--- src/rtl/doce_tx_framer_mc.sv ---
// doce_tx_framer_mc
// Multi-channel DoCE Tx framer. Channels are arbitrated round-robin and held
// for a whole packet. The destination node id is looked up in an internal
// MAC table. A hit sends one header beat followed by the payload beats of the
// granted channel. A miss drains the packet silently and bumps drop_cnt.

module doce_tx_framer_mc #(
    parameter int          NUM_CH     = 4,
    parameter int          DATA_WIDTH = 16,
    parameter int          NODE_W     = 4,
    parameter logic [15:0] ETHERTYPE  = 16'h88B5
) (
    input  logic                           clk,
    input  logic                           reset,
    input  logic [NUM_CH*DATA_WIDTH*8-1:0] s_axis_tdata,
    input  logic [NUM_CH*DATA_WIDTH-1:0]   s_axis_tkeep,
    input  logic [NUM_CH*NODE_W-1:0]       s_axis_tuser,
    input  logic [NUM_CH-1:0]              s_axis_tlast,
    input  logic [NUM_CH-1:0]              s_axis_tvalid,
    output logic [NUM_CH-1:0]              s_axis_tready,
    input  logic                           tbl_wr_en,
    input  logic [NODE_W-1:0]              tbl_wr_addr,
    input  logic [47:0]                    tbl_wr_mac,
    input  logic                           tbl_wr_vld,
    input  logic [47:0]                    doce_mac_addr,
    output logic [DATA_WIDTH*8-1:0]        m_axis_tdata,
    output logic [DATA_WIDTH-1:0]          m_axis_tkeep,
    output logic                           m_axis_tlast,
    output logic                           m_axis_tvalid,
    input  logic                           m_axis_tready,
    output logic [31:0]                    tx_frame_cnt,
    output logic [31:0]                    drop_cnt
);

    localparam int DW    = DATA_WIDTH * 8;
    localparam int CH_W  = (NUM_CH > 1) ? $clog2(NUM_CH) : 1;
    localparam int DEPTH = 1 << NODE_W;

    localparam logic [2:0] ST_IDLE    = 3'd0;
    localparam logic [2:0] ST_LOOKUP  = 3'd1;
    localparam logic [2:0] ST_HDR     = 3'd2;
    localparam logic [2:0] ST_PAYLOAD = 3'd3;
    localparam logic [2:0] ST_DROP    = 3'd4;

    logic [2:0]        r_state;
    logic [CH_W-1:0]   r_grant;
    logic [NODE_W-1:0] r_node;
    logic [CH_W-1:0]   r_rrPtr;
    logic [31:0]       r_txCnt;
    logic [31:0]       r_dropCnt;
    logic [47:0]       r_dstMac;
    logic [DEPTH-1:0]  r_tblVld;
    logic [47:0]       r_tblMac [DEPTH];

    logic              w_reqAny;
    logic [CH_W-1:0]   w_reqIdx;
    int                w_scanIdx;
    logic [NODE_W-1:0] w_reqUser;
    logic [CH_W-1:0]   w_nextPtr;
    logic [DW-1:0]     w_hdr;
    logic [DW-1:0]     w_gData;
    logic [DATA_WIDTH-1:0] w_gKeep;
    logic              w_gLast;
    logic              w_gValid;

    assign w_reqUser = s_axis_tuser[int'(w_reqIdx)*NODE_W +: NODE_W];
    assign w_gData   = s_axis_tdata[int'(r_grant)*DW +: DW];
    assign w_gKeep   = s_axis_tkeep[int'(r_grant)*DATA_WIDTH +: DATA_WIDTH];
    assign w_gLast   = s_axis_tlast[r_grant];
    assign w_gValid  = s_axis_tvalid[r_grant];
    assign w_nextPtr = (r_grant == CH_W'(NUM_CH - 1)) ? '0 : r_grant + 1'b1;

    assign tx_frame_cnt = r_txCnt;
    assign drop_cnt     = r_dropCnt;

    // Round-robin pick: first requesting channel at or after the pointer
    always_comb begin
        w_reqAny  = 1'b0;
        w_reqIdx  = '0;
        w_scanIdx = 0;
        for (int k = NUM_CH - 1; k >= 0; k--) begin
            w_scanIdx = int'(r_rrPtr) + k;
            if (w_scanIdx >= NUM_CH) begin
                w_scanIdx = w_scanIdx - NUM_CH;
            end
            if (s_axis_tvalid[w_scanIdx]) begin
                w_reqAny = 1'b1;
                w_reqIdx = CH_W'(w_scanIdx);
            end
        end
    end

    // Header beat: dst MAC, src MAC, EtherType, channel, node, zero padding
    always_comb begin
        w_hdr = '0;
        for (int i = 0; i < 6; i++) begin
            w_hdr[i*8 +: 8]     = r_dstMac[(5-i)*8 +: 8];
            w_hdr[(6+i)*8 +: 8] = doce_mac_addr[(5-i)*8 +: 8];
        end
        w_hdr[96 +: 8]  = ETHERTYPE[15:8];
        w_hdr[104 +: 8] = ETHERTYPE[7:0];
        w_hdr[112 +: 8] = 8'(r_grant);
        w_hdr[120 +: 8] = 8'(r_node);
    end

    // Output mux and per-channel ready, driven purely by the current state
    always_comb begin
        m_axis_tdata  = '0;
        m_axis_tkeep  = '0;
        m_axis_tlast  = 1'b0;
        m_axis_tvalid = 1'b0;
        s_axis_tready = '0;
        case (r_state)
            ST_HDR: begin
                m_axis_tdata  = w_hdr;
                m_axis_tkeep  = '1;
                m_axis_tvalid = 1'b1;
            end
            ST_PAYLOAD: begin
                m_axis_tdata           = w_gData;
                m_axis_tkeep           = w_gKeep;
                m_axis_tlast           = w_gLast;
                m_axis_tvalid          = w_gValid;
                s_axis_tready[r_grant] = m_axis_tready;
            end
            ST_DROP: begin
                s_axis_tready[r_grant] = 1'b1;
            end
            default: begin
            end
        endcase
    end

    // Table MAC storage; contents are deliberately left unreset
    always_ff @(posedge clk) begin
        if (tbl_wr_en) begin
            r_tblMac[tbl_wr_addr] <= tbl_wr_mac;
        end
    end

    // Table valid bits, cleared on reset so every lookup misses until written
    always_ff @(posedge clk or posedge reset) begin
        if (reset) begin
            r_tblVld <= '0;
        end else if (tbl_wr_en) begin
            r_tblVld[tbl_wr_addr] <= tbl_wr_vld;
        end
    end

    // Framing FSM with grant latch, round-robin pointer and statistics counters
    always_ff @(posedge clk or posedge reset) begin
        if (reset) begin
            r_state   <= ST_IDLE;
            r_grant   <= '0;
            r_node    <= '0;
            r_rrPtr   <= '0;
            r_txCnt   <= '0;
            r_dropCnt <= '0;
            r_dstMac  <= '0;
        end else begin
            case (r_state)
                ST_IDLE: begin
                    if (w_reqAny) begin
                        r_grant <= w_reqIdx;
                        r_node  <= w_reqUser;
                        r_state <= ST_LOOKUP;
                    end
                end
                ST_LOOKUP: begin
                    r_dstMac <= r_tblMac[r_node];
                    r_state  <= r_tblVld[r_node] ? ST_HDR : ST_DROP;
                end
                ST_HDR: begin
                    if (m_axis_tready) begin
                        r_state <= ST_PAYLOAD;
                    end
                end
                ST_PAYLOAD: begin
                    if (w_gValid && m_axis_tready && w_gLast) begin
                        r_state <= ST_IDLE;
                        r_txCnt <= r_txCnt + 32'd1;
                        r_rrPtr <= w_nextPtr;
                    end
                end
                ST_DROP: begin
                    if (w_gValid && w_gLast) begin
                        r_state   <= ST_IDLE;
                        r_dropCnt <= r_dropCnt + 32'd1;
                        r_rrPtr   <= w_nextPtr;
                    end
                end
                default: begin
                    r_state <= ST_IDLE;
                end
            endcase
        end
    end

endmodule
--- config.mk ---
export PLATFORM = sky130hd
export DESIGN_NAME = doce_tx_framer_mc
export DESIGN_NICKNAME = d
export VERILOG_FILES = /design/src/rtl/doce_tx_framer_mc.sv
export SDC_FILE = /design/constraint.sdc
export NUM_CORES = 1
export LEC_CHECK = 0
export ABC_AREA = 0
export CAP_MARGIN = 20
export CORE_AREA = 2 2 358 360
export CTS_BUF_LIST = sky130_fd_sc_hd__clkbuf_8
export CTS_CLUSTER_DIAMETER = 80
export DETAILED_ROUTE_END_ITERATION = 12
export DIE_AREA = 0 0 360 362
export GPL_ROUTABILITY_DRIVEN = 0
export PLACE_DENSITY = 0.55
export SLEW_MARGIN = 40
export SYNTH_ARGS = -nofsm -noshare
export SYNTH_HDL_FRONTEND = slang
export SYNTH_SLANG_ARGS = --single-unit
--- constraint.sdc ---
create_clock -name clk -period 7.39 [get_ports clk]
set_input_delay 2.217 -clock clk [delete_from_list [all_inputs] [get_ports clk]]
set_output_delay 2.217 -clock clk [all_outputs]
set_load 0.02 [all_outputs]
==> results of run 1 <==
layer usage:
layer  vias up  GRT usage  share of wire
li1      10800          -              -
met1     13900      0.304           0.36
met2      1427      0.460           0.51
met3       363     0.0881          0.086
met4        48      0.131          0.048
met5         -          0         0.0019
worst max-delay path by stage:
| stage | startpoint | end | slack, ps | cells past startpoint |
|---|---|---|---|---|
| 2_1_floorplan | tbl_wr_addr[3] | r_tblVld[2] | 670 | 4 |
| 3_3_place_gp | s_axis_tkeep[24] | m_axis_tkeep[8] | 670 | 4 |
| 3_5_place_dp | s_axis_tkeep[24] | m_axis_tkeep[8] | 700 | 4 |
| 4_1_cts | s_axis_tkeep[24] | m_axis_tkeep[8] | 690 | 4 |
| 5_1_grt | s_axis_tkeep[21] | m_axis_tkeep[5] | 600 | 4 |
| 6_report | s_axis_tdata[213] | m_axis_tdata[85] | 630 | 4 |
stage by stage:
stage | power [mW] | hold slack [ps]
final | 16.8 | 477
after global routing | 17.5 | 498
after CTS | 16.9 | 472
after detailed placement | 12.4 | 462
after global placement | 12.3 | 460
after floorplan | 9.97 | 462
sequential cells by signal, indices dropped and copies added (netlist names):
register      count
drop_cnt         32
r_dstMac         48
r_grant           2
r_node            4
r_rrPtr           2
r_state           3
r_tblMac        768
r_tblVld         16
tx_frame_cnt     32
final cells by class:
class                      instances  area (um2)  area share
antenna                           51         128     0.00233
clock buffer                     175        2410      0.0440
clock inverter                   111         744      0.0136
inverter                          13        61.3     0.00112
multi-input combinational       1028       12700       0.232
sequential                       907       26600       0.486
tap                             1662        2080      0.0380
timing repair buffer             975       10000       0.183
synth_stat cells (all sizes together), types with 2 or more instances:
library cell and number:
xor2 17, nor3 11, nor2 67, dfrtp 139, a21oi 49, inv 13
nand2 61, and3 8, nor2b 3, o21ai 51, mux4 342, mux2 21
nand3b 2, a221o 2, nand3 26, a211oi 4, ha 6, or3 3
xnor2 45, a2bb2oi 9, nand4 23, nor3b 4, nand2b 4, mux2i 92
a21o 25, edfxtp 768, nor4 3, clkbuf 81, and2 27, a21boi 2
buf 61, a2111oi 4, and4 5, a22o 102, or4 3
kinds of logic after synthesis:
family,Yosys count,synth area share
flops,907,0.668
mux,455,0.223
simple gates,253,0.0323
compound gates,252,0.0452
buf+inv,155,0.0160
xor+xnor,62,0.0137
fa+ha+maj,6,0.00189
cell usage in the layout (no fill, tap or decap), drive strengths merged, types with 5 or more instances in the layout:
cell | netlist | layout
a21oi | 49 | 49
bufinv | 0 | 6
and4 | 5 | 5
xor2 | 17 | 17
mux4 | 342 | 342
nor3 | 11 | 11
edfxtp | 768 | 768
a2bb2oi | 9 | 9
nand4 | 23 | 23
a21o | 25 | 25
xnor2 | 45 | 45
clkdlybuf4s50 | 0 | 918
ha | 6 | 6
and2 | 27 | 27
nor2 | 67 | 67
inv | 13 | 78
diode | 0 | 51
nand2 | 61 | 61
nand3 | 26 | 26
o21ai | 51 | 51
clkbuf | 81 | 176
and3 | 8 | 8
dfrtp | 139 | 139
buf | 61 | 56
mux2i | 92 | 92
a22o | 102 | 102
clkinv | 0 | 36
mux2 | 21 | 21
power groups by stage:
stage | sequential [mW] | clock, mW | combinational, mW
global route | 6.27 | 4.87 | 6.34
floorplan | 6.06 | 0 | 3.91
detailed placement | 6.35 | 0 | 6.01
finish | 6.24 | 4.55 | 5.97
CTS | 6.25 | 4.65 | 6.03
global placement | 6.34 | 0 | 5.94
==> reports/metrics.cfg, run 1 <==
[logic_synthesis]
seq_area_frac_synth = 0.668
synth_cells = 2090
synth_cell_types = 50
async_flop_share = 0.153
syn_nets = 2801
ys.warnings.count = 0
yosys.area.top_type = edfxtp_1
synth_edf_count = 768
synth_top_area_share = 0.580
ys.flop_type = edfxtp_1
synth_area_um2 = 39700
avgSynthCellArea_um2 = 19.0
yosys-top-cells-area = edfxtp_1 (58%), mux4_2 (19%), dfrtp_1 (8.8%), mux2i_1 (2.3%), a22o_1 (2.2%)
yosys_register_bits = 907

[min_path]
worstHoldPathCells = 1
min_path_type = flip-flop to flip-flop
min_to = drop_cnt[31]
holdCritStartpoint = drop_cnt[31]

[clocking]
ctsHoldBuffers = 0
cts.path.max_buffers = 3
clockRootBuffer = clkbuf_8
cts_setup_buffers = 0
clk_pin_slew_ps = 50
cts_resized = 0
numCtsBuffers = 154
cts_tree = done
htree_levels = 4
clkSinkCount = 907
insertion_delay_ps = 810

[setup_path]
critPathMostFrequentCell = clkdlybuf4s50_1
crit_buf_inv = 2
cp_top_family = buffers and inverters
worstPathArrival_ps = 4540
critPathCaptureType = output port
cp-start-kind = primary input
r2r-start = r_node[0]
critPathKind = primary input to output port
crit_slowest_cell = clkdlybuf4s50_1
crit_path_max_fanout = 5
path_cells = clkdlybuf4s50_1 -> mux4_2 -> a22o_1 -> clkdlybuf4s50_1
r2r_cells = 7
cp.required_ps = 5170
critical-path-max-stage-delay_ps = 770
reg2reg_slack_ps = 3990
r2r_end = r_dstMac[13]

[pwr]
leakagePower_nw = 18.9
power.share.sequential = 0.373
p_comb_frac = 0.356
switching_share = 0.328
powerDensity_nw_per_um2 = 306
pwr-share-clk = 0.271
ir_drop_mv = 0.246
switchingPower_mw = 5.50
intPower_mw = 11.3

[final_layout]
nNetsFinal = 3790
fin_cells = 4922
design_area_um2 = 54700
drive_above_1_share = 0.207
fillers = 11300
final_util = 0.432
area_growth_pct = 37.6

[placed_design]
dpl.hpwl_um = 132000
io_buffers = 918
dp_cells = 4582
placed_cell_area_um2 = 51300
dp_worst_setup_slack_ps = 702

[timing]
setup_viol = 0
period_minus_slack_ps = 6760
setup_slack_ps = 628
skew_ps = 39.9
setup_tns_ps = 0
slew_viol_final = 0
max_clock_freq_mhz = 148
hold_violations = 0
max_slew_margin = 0.421
layout_worst_path_cycle_share = 0.915
worst_slew_pin_slew_ps = 869
rsz0062_at_grt = no

[route]
wl_per_cell_um = 36.3
ant_nets = 0
drt_iter0_drc = 2781
firstDrtPassIters = 6
viasPerCell = 5.38
dr_total_vias = 26500
drcViolationCount = 0
drt-total-wl_um = 178000

[die]
die-area_um2 = 130000
initial_core_util = 0.314
rows = 131
die_x_um = 360
die_y_um = 362
ioPinCount = 919
core_um2 = 127000

[flow_run]
cap_violations = 0

[global_route]
grt_overflow = 0
grt_pass1_wl_um = 235000
grt_max_degree = 127
track_usage = 0.269
antenna_found_initial = 151
first_global_vias = 26700

[outcome]
status = finished clean

Power figures use the tool's default switching activity.
==> run 2, diff against run 1 <==
--- a/config.mk
+++ b/config.mk
@@ -14,6 +14,7 @@
 export DIE_AREA = 0 0 360 362
 export GPL_ROUTABILITY_DRIVEN = 0
 export PLACE_DENSITY = 0.55
+export RECOVER_POWER = 50
 export SLEW_MARGIN = 40
 export SYNTH_ARGS = -nofsm -noshare
 export SYNTH_HDL_FRONTEND = slang
==> reports/metrics.cfg, run 2 (synthesized netlist as in run 1, its figures left out) <==
[timing]
skew_ps = 45.2  ; +5.22 ps
setup_tns_ps = 0  ; unchanged
setup_viol = 0  ; unchanged
layout_worst_path_cycle_share = 0.917  ; +0.00170
max_clock_freq_mhz = 148  ; -0.19%
max_slew_margin = -1.95  ; -2.37
rsz0062_at_grt = no
worst_slew_pin_slew_ps = 4420  ; +3550 ps
period_minus_slack_ps = 6770  ; +12.6 ps
slew_viol_final = 324  ; +324
hold_violations = 0  ; unchanged

[outcome]
violations = capacitance limit, slew limit
status = finished with violations

[route]
highest_layer = met5
wl_met3_um = 15800  ; +2.6%
drt_iter0_drc = 2597  ; -6.6%
wl_met1_um = 63700  ; about the same
dr_total_vias = 26500  ; -0.072%
wl_per_cell_um = 36.3  ; about the same
drt-total-wl_um = 179000  ; +0.15%
ant_nets = 0  ; unchanged
wl_met2_um = 90100  ; -0.36%
firstDrtPassIters = 7  ; +1
drcViolationCount = 0  ; unchanged
viasPerCell = 5.37  ; -0.23%

[placed_design]
dpl.hpwl_um = 132000  ; unchanged
io_buffers = 918  ; unchanged
dp_cells = 4582  ; unchanged

[setup_path]
cp.required_ps = 5170  ; about the same
critPathKind = primary input to output port
cp_top_family = buffers and inverters
crit_path_max_fanout = 1  ; -4
crit_slowest_cell = clkdlybuf4s50_1
crit_buf_inv = 2  ; unchanged
critical-path-max-stage-delay_ps = 720  ; -50 ps
critPathCaptureType = output port
cp-start-kind = primary input
path_cells = clkdlybuf4s50_1 -> mux4_2 -> a21o_1 -> clkdlybuf4s50_1
critPathMostFrequentCell = clkdlybuf4s50_1
worstPathArrival_ps = 4560  ; +20 ps

[final_layout]
largest_reg_flops = 768  ; unchanged
drive_above_1_share = 0.202  ; -0.00530
reg_top3 = r_tblMac x768, r_dstMac x48
most-common-layout-cells = clkdlybuf4s50_1 (867), edfxtp_1 (768), mux4_2 (342)
fin_cells = 4930  ; +0.16%
final_util = 0.431  ; -0.000869
area_growth_pct = 37.3
nNetsFinal = 3790  ; unchanged
regMostFlops = r_tblMac
fillers = 11300  ; +0.20%
layout_commonest_cell = clkdlybuf4s50_1

[global_route]
grt_pass1_wl_um = 235000  ; unchanged
grt_max_degree = 127  ; unchanged
antenna_found_initial = 162  ; +7.3%
grt_overflow = 0  ; unchanged
first_global_vias = 26700  ; unchanged
track_usage = 0.269  ; unchanged

[flow_run]
cap_violations = 8  ; +8

[die]
ioPinCount = 919  ; unchanged
initial_core_util = 0.314  ; unchanged
rows = 131  ; unchanged
die_y_um = 362  ; unchanged
die-area_um2 = 130000  ; unchanged
core_um2 = 127000  ; unchanged
die_x_um = 360  ; unchanged

[pwr]
leakagePower_nw = 18.9  ; -0.20%
ir_drop_mv = 0.247  ; +0.17%
powerDensity_nw_per_um2 = 307  ; +0.20%

[clocking]
cts.path.max_buffers = 3  ; unchanged
numCtsBuffers = 154  ; unchanged
clkSinkCount = 907  ; unchanged
htree_levels = 4  ; unchanged
cts_resized = 0  ; unchanged
clockRootBuffer = clkbuf_8
insertion_delay_ps = 810  ; about the same
cts_setup_buffers = 0  ; unchanged
cts_tree = done
ctsHoldBuffers = 0  ; unchanged
clk_pin_slew_ps = 50  ; about the same

[min_path]
min_path_type = flip-flop to flip-flop

run 2: changes by cell type in the layout (fill, tap and decap cells not counted), moves of 2 or more:
cell | previous run | this run
diode_2 | 51 | 59
clkbuf_1 | 0 | 8
buf_8 | 7 | 5
buf_6 | 3 | 1
nor2_4 | 14 | 9
clkdlybuf4s50_1 | 918 | 867
dlygate4sd3_1 | 0 | 51
buf_12 | 19 | 17
buf_4 | 23 | 20
nor2_1 | 53 | 58
run 2: path summary, 6_finish.rpt:
| kind | start | slack, ps | endpoint | cells past startpoint |
|---|---|---|---|---|
| max | s_axis_tkeep[22] | 620 | m_axis_tkeep[6] | 4 |
| min reg2reg | drop_cnt[31] | 480 | drop_cnt[31] | 1 |
| max reg2reg | r_state[0] | 1830 | r_dstMac[17] | 5 |
| min | drop_cnt[31] | 480 | drop_cnt[31] | 1 |
| min in group asynchronous | reset | 2550 | drop_cnt[9] | 2 |
| max in group asynchronous | reset | 850 | r_dstMac[45] | 3 |
run 2: final cells by class:
class                           count  area (um2)  share of cell area
Inverter                           13        57.6             0.00105
Timing Repair Buffer              975        9940               0.182
Clock inverter                    111         744              0.0136
Multi-Input combinational cell   1028       12600               0.232
Sequential cell                   907       26600               0.487
Antenna cell                       59         148             0.00271
Clock buffer                      175        2410              0.0441
Tap cell                         1662        2080              0.0381
run 2: stage by stage:
step	instance area [um2]	power (mW)	worst slack (ps)	hold WS [ps]
2_1_floorplan	39700	9.97	667	462
3_3_place_gp	51100	12.3	666	460
3_5_place_dp	51300	12.4	702	462
4_1_cts	54500	16.9	689	472
5_1_grt	54500	17.5	314	498
6_report	54600	16.8	616	475
run 2: power by group:
group          leakage (nW)  internal (mW)  switching [mW]
logic                  8.31           2.98            2.99
registers              8.74           5.85           0.392
clock network          1.80           2.42            2.13
total                  18.9           11.3            5.51
run 2: routing by layer:
layer / vias to the layer above / GRT usage
li1: 10800 / -
met1: 13800 / 0.304
met2: 1442 / 0.460
met3: 389 / 0.0881
met4: 42 / 0.131
met5: - / 0
run 2: worst reg2reg max path, stage by stage (launching register included):
cell and delay, ps:
dfrtp_1 470, or3b_1 1130, inv_1 190, nand2_2 120, clkbuf_1 2740, o21ai_0 590
